--- src/rtl/ram_test_pkg.sv ---
// Shared definitions for the dual-port RAM test design.
// Holds the read-checker FSM states, the default geometry shared with the
// write-side generator, and the expected-pattern function used by both sides.
package ram_test_pkg;

  // Default RAM geometry, shared by the read checker and the write generator
  localparam int ADDR_W_DEF = 5;
  localparam int DATA_W_DEF = 8;
  localparam int DEPTH_DEF  = 32;

  // Read checker sequencing: wait, sweep, let the RAM pipeline empty, report
  typedef enum logic [1:0] {
    IDLE  = 2'd0,
    READ  = 2'd1,
    DRAIN = 2'd2,
    DONE  = 2'd3
  } rd_state_e;

  // Expected word at an address; callers truncate the result to their data width
  function automatic logic [31:0] pat_word(input logic [31:0] addr, input int offset);
    return addr + 32'(offset);
  endfunction

endpackage

--- src/rtl/rd_lat_pipe.sv ---
// Valid/address shift register that tracks reads in flight through the RAM.
// The tap lines up each issued address with the data the RAM returns
// RD_LATENCY cycles later. Reset clears every stage asynchronously so an
// aborted pass leaves no stale compares behind.
module rd_lat_pipe
  import ram_test_pkg::*;
#(
  parameter int ADDR_W     = ADDR_W_DEF,
  parameter int RD_LATENCY = 2
) (
  input  logic              clk,
  input  logic              rst,
  input  logic              in_valid,
  input  logic [ADDR_W-1:0] in_addr,
  output logic              tap_valid,
  output logic [ADDR_W-1:0] tap_addr
);

  logic [RD_LATENCY-1:0] vld;
  logic [ADDR_W-1:0]     adr [RD_LATENCY];

  // Shift each issued read one stage further per cycle; stage 0 takes the new read
  always_ff @(posedge clk or posedge rst) begin
    if (rst) begin
      vld <= '0;
      for (int i = 0; i < RD_LATENCY; i++) begin
        adr[i] <= '0;
      end
    end else begin
      vld[0] <= in_valid;
      adr[0] <= in_addr;
      for (int i = 1; i < RD_LATENCY; i++) begin
        vld[i] <= vld[i-1];
        adr[i] <= adr[i-1];
      end
    end
  end

  assign tap_valid = vld[RD_LATENCY-1];
  assign tap_addr  = adr[RD_LATENCY-1];

endmodule

--- config.mk ---
export PLATFORM = sky130hd
export DESIGN_NAME = rd_lat_pipe
export DESIGN_NICKNAME = d
export VERILOG_FILES = /design/src/rtl/ram_test_pkg.sv /design/src/rtl/rd_lat_pipe.sv
export SDC_FILE = /design/constraint.sdc
export NUM_CORES = 1
export LEC_CHECK = 0
export ABC_AREA = 1
export BUFFER_PORTS_ARGS = -buffer_cell sky130_fd_sc_hd__buf_2
export CORE_AREA = 2 2 39 41
export DETAILED_ROUTE_END_ITERATION = 10
export DIE_AREA = 0 0 41 43
export HOLD_SLACK_MARGIN = 0.03
export PLACE_DENSITY = 0.59
export SYNTH_ARGS = -nofsm -noshare
export SYNTH_HDL_FRONTEND = slang
export SYNTH_SLANG_ARGS = --single-unit
--- constraint.sdc ---
create_clock -name clk -period 0.8 [get_ports clk]
set_input_delay 0.04 -clock clk [delete_from_list [all_inputs] [get_ports clk]]
set_output_delay 0.04 -clock clk [all_outputs]
set_load 0.01 [all_outputs]
==> Word-level counts from Yosys, hierarchy flattened <==
Index checks and enable logic that the tools add are counted.
{ "totals": {"register_bits": 12, "output_inout_bits": 6, "wordCells": 3} }

==> Depth between registers and ports, before layout <==
{ "depth": {"word_depth": 0, "depth_mapped": 1} }

==> Worst setup path before layout <==
No wires, ideal clock.
{ "synth_path": {"kind": "reg2out", "start": "register adr (netlist bit tap_addr[0])", "end": "output port tap_addr[0]", "arrival_ns": 0.467, "slack_ns": 0.293, "stages_incl_launch_ff": 2, "n_path_buf": 1, "path_cell_list": "dfrtp_1 > buf_4"} }
{ "synth_rtl": {"columns": ["element", "line_no", "rtl"], "rows": [
  ["start, declared", "rd_lat_pipe.sv:20", "logic [ADDR_W-1:0] adr [RD_LATENCY];"],
  ["start signal, assigned by index", "rd_lat_pipe.sv:34", "adr[i] <= adr[i-1];"],
  ["end, declared", "rd_lat_pipe.sv:16", "output logic [ADDR_W-1:0] tap_addr"]
]} }
No word-level cell between the ends.

==> Worst setup path after layout <==
{ "layout_path": {"start": "register vld[1]", "end": "output port tap_valid"} }
{ "layout_rtl": {"columns": ["element", "line_no", "rtl"], "rows": [
  ["start, declared", "rd_lat_pipe.sv:19", "logic [RD_LATENCY-1:0] vld;"],
  ["start signal, assigned by index", "rd_lat_pipe.sv:33", "vld[i] <= vld[i-1];"],
  ["end, declared", "rd_lat_pipe.sv:15", "output logic tap_valid,"]
]} }
No word-level cell between the ends.

==> summary.md <==
| Metric | Value |
|---|---|
| Die Width | 41 um |
| Yosys warns | 0 |
| Non-Filler Cell Area, Final | 488.0 um^2 |
| Total length of routed wires | 507 um |
| Antenna viol nets, final | 0 |
| Largest stage delay, worst path | 370 ps |
| Hold crit path type | in -> async |
| Number of buffers and inverters on the critical path | 1 |
| # IOs | 14 |
| Max Cap Violations | 0 |
| Cell Pwr Density | 2175 nW/um^2 |
| Layout Nets | 46 |
| Utilization after layout | 35.26% |
| Mapped Area | 341.6 um^2 |
| Mapped Avg Cell Area | 18.98 um^2 |
| Pins Over Slew Limit | 0 |
| RSZ-0062 raised after global routing | true |
| Commonest non-fill, non-tap cells in the layout | 12 x dfrtp_1, 12 x buf_2, 7 x dlygate4sd3_1, 3 x clkbuf_4 |
| Flops & latches, synth | 12 |
| Post-synthesis sequential area ratio | 87.91% |
| Global-route wire length before repair | 772 um |
| Pin count of the biggest net entering global routing | 13 |
| Num CTS Buffers | 3 |
| Total gr overflow | 0 |
| Clk slew on worst S/H paths | 60 ps |
| Status | complete, but fails checks |
| CTS Sinks | 12 |
| Die height | 43 um |
| Buffers on Ports | 13 |
| Multi-input gate area | 0 um^2 |
| Period utilization | 101.0% |
| CP arrival | 770 ps |
| Area growth, synth to finish | 42.86% |
| Path type of the worst setup path | reg -> out |
| Slew @ Worst Pin | 401.8 ps |
| Post-route DRC violation count | 0 |
| Worst Setup Slack, final | -8.274 ps |
| H-tree depth | 1 |
| Worst path cell trace | buf_2 |
| CP endpoint kind | output port |
| Max-Slew Margin vs Limit | 73.19% |
| Worst Clk Skew | 2.243 ps |
| Total Power | 1.061 mW |
| Share of layout cells above drive strength 1 | 44.44% |
| Initial antenna violation count | 0 |
| CTS tree | yes |
| DR iter-0 viols | 1 |
| Leakage | 0.2415 nW |
| Total track usage | 7.922% |
| Cells after Synth | 18 |
| Initial Utilization | 24.68% |
| Fmax | 1237 MHz |
| Crit path max fanout | 1 |
| Post-DR wirelength/cell | 9.750 um |
| Core ar. | 1384 um^2 |
| Critical path's slowest cell | dfrtp_1 |
| Clk root buf | clkbuf_4 |
| DP Area | 389.1 um^2 |
| Inserted Diodes | 0 |
| Largest buffer count on any clock path | 2 |
| Critical Path RT | 760 ps |
| VDD IR-drop max | 1.067 mV |
| Via-per-instance ratio | 3.462 |
| CP Launch Type | flop |
| Number of global-route vias before repair | 201 |
| Die area | 1763 um^2 |
| Postcts setup bufs | 0 |
| Multi-In Gates | 0 |
| Placer Congestion | 0.6278 |
| # rows | 14 |
| Finish-stage setup viols | 1 |
| Clock Latency Late Sink | 260 ps |
| Syn Nets | 26 |
| Distinct cell type count after synthesis | 3 |
| Tmin final | 808.3 ps |
| Worst path top cell family by delay | flip-flops |
| Vias | 180 |
| Violated checks | negative setup slack |
| Final Hold Viols | 0 |
| DR pass1 iterations | 2 |
[repair_timing]
| action | CTS | global route |
|---|---|---|
| hold buffers | 7 | 0 |
| hold endpoints to repair | 18 | 0 |
| gates resized for setup | 0 | 1 |
| pin swaps | 0 | 0 |
| endpoints found under the setup margin | 4 | 6 |
[synth_stat cells (all sizes together)]
cell,count,area [um^2]
dfrtp,12,300.3
inv,1,3.750
buf,5,37.54
[where the power goes]
part | leakage (nW) | internal, mW | switching [mW]
sequential | 0.140 | 0.637 | 0.00826
combinational | 0.0878 | 0.0475 | 0.0325
clock | 0.0138 | 0.173 | 0.162
total | 0.241 | 0.858 | 0.203
[final timing paths]
check	startpoint	to	slack (ps)	cells past startpoint
hold / removal	rst	tap_addr[1]$_DFF_PP0_	310	3
hold reg to reg	adr[6]$_DFF_PP0_	tap_addr[1]$_DFF_PP0_	350	0
max in group asynchronous	rst	adr[5]$_DFF_PP0_	210	3
min in group clk	adr[6]$_DFF_PP0_	tap_addr[1]$_DFF_PP0_	350	0
setup / recovery	vld[1]$_DFF_PP0_	tap_valid	-8	1
setup reg to reg	adr[5]$_DFF_PP0_	tap_addr[0]$_DFF_PP0_	320	0
[cell families (layout without fill, tap and decap cells)]
kind of cell | after synthesis | count (layout) | synth area share (%)
buf+inv | 6 | 24 | 12.09
flops | 12 | 12 | 87.91
[area by class of cell]
class                 instances  area, um^2
timing repair buffer         20       141.4
clock buffer                  3       22.52
fill                        137       895.9
inverter                      1       3.754
sequential                   12       300.3
tap                          16       20.02
[metal layers]
metal / track usage [%] / up-vias / part of all wire (%)
met1: 6.272 / 79 / 38
met3: 6.283 / 2 / 12
met5: 0 / - / 0
met4: 8.000 / 0 / 2.6
met2: 10.94 / 14 / 47
li1: - / 85 / -
[stage by stage]
step	cells	worst slack, ps	hold slack [ps]	setup TNS (ps)
2_1_floorplan	18	293.2	-95.30	0
3_3_place_gp	42	290.2	27.41	0
3_5_place_dp	42	284.6	42.96	0
4_1_cts	52	-23.34	312.1	-31.37
5_1_grt	52	-43.65	340.8	-152.1
6_report	52	-8.274	308.8	-8.274
[state kept, by name (all words and copies together), names as in the netlist]
register / flops
adr: 5
tap_addr: 5
vld: 2
Power figures use the tool's default switching activity.
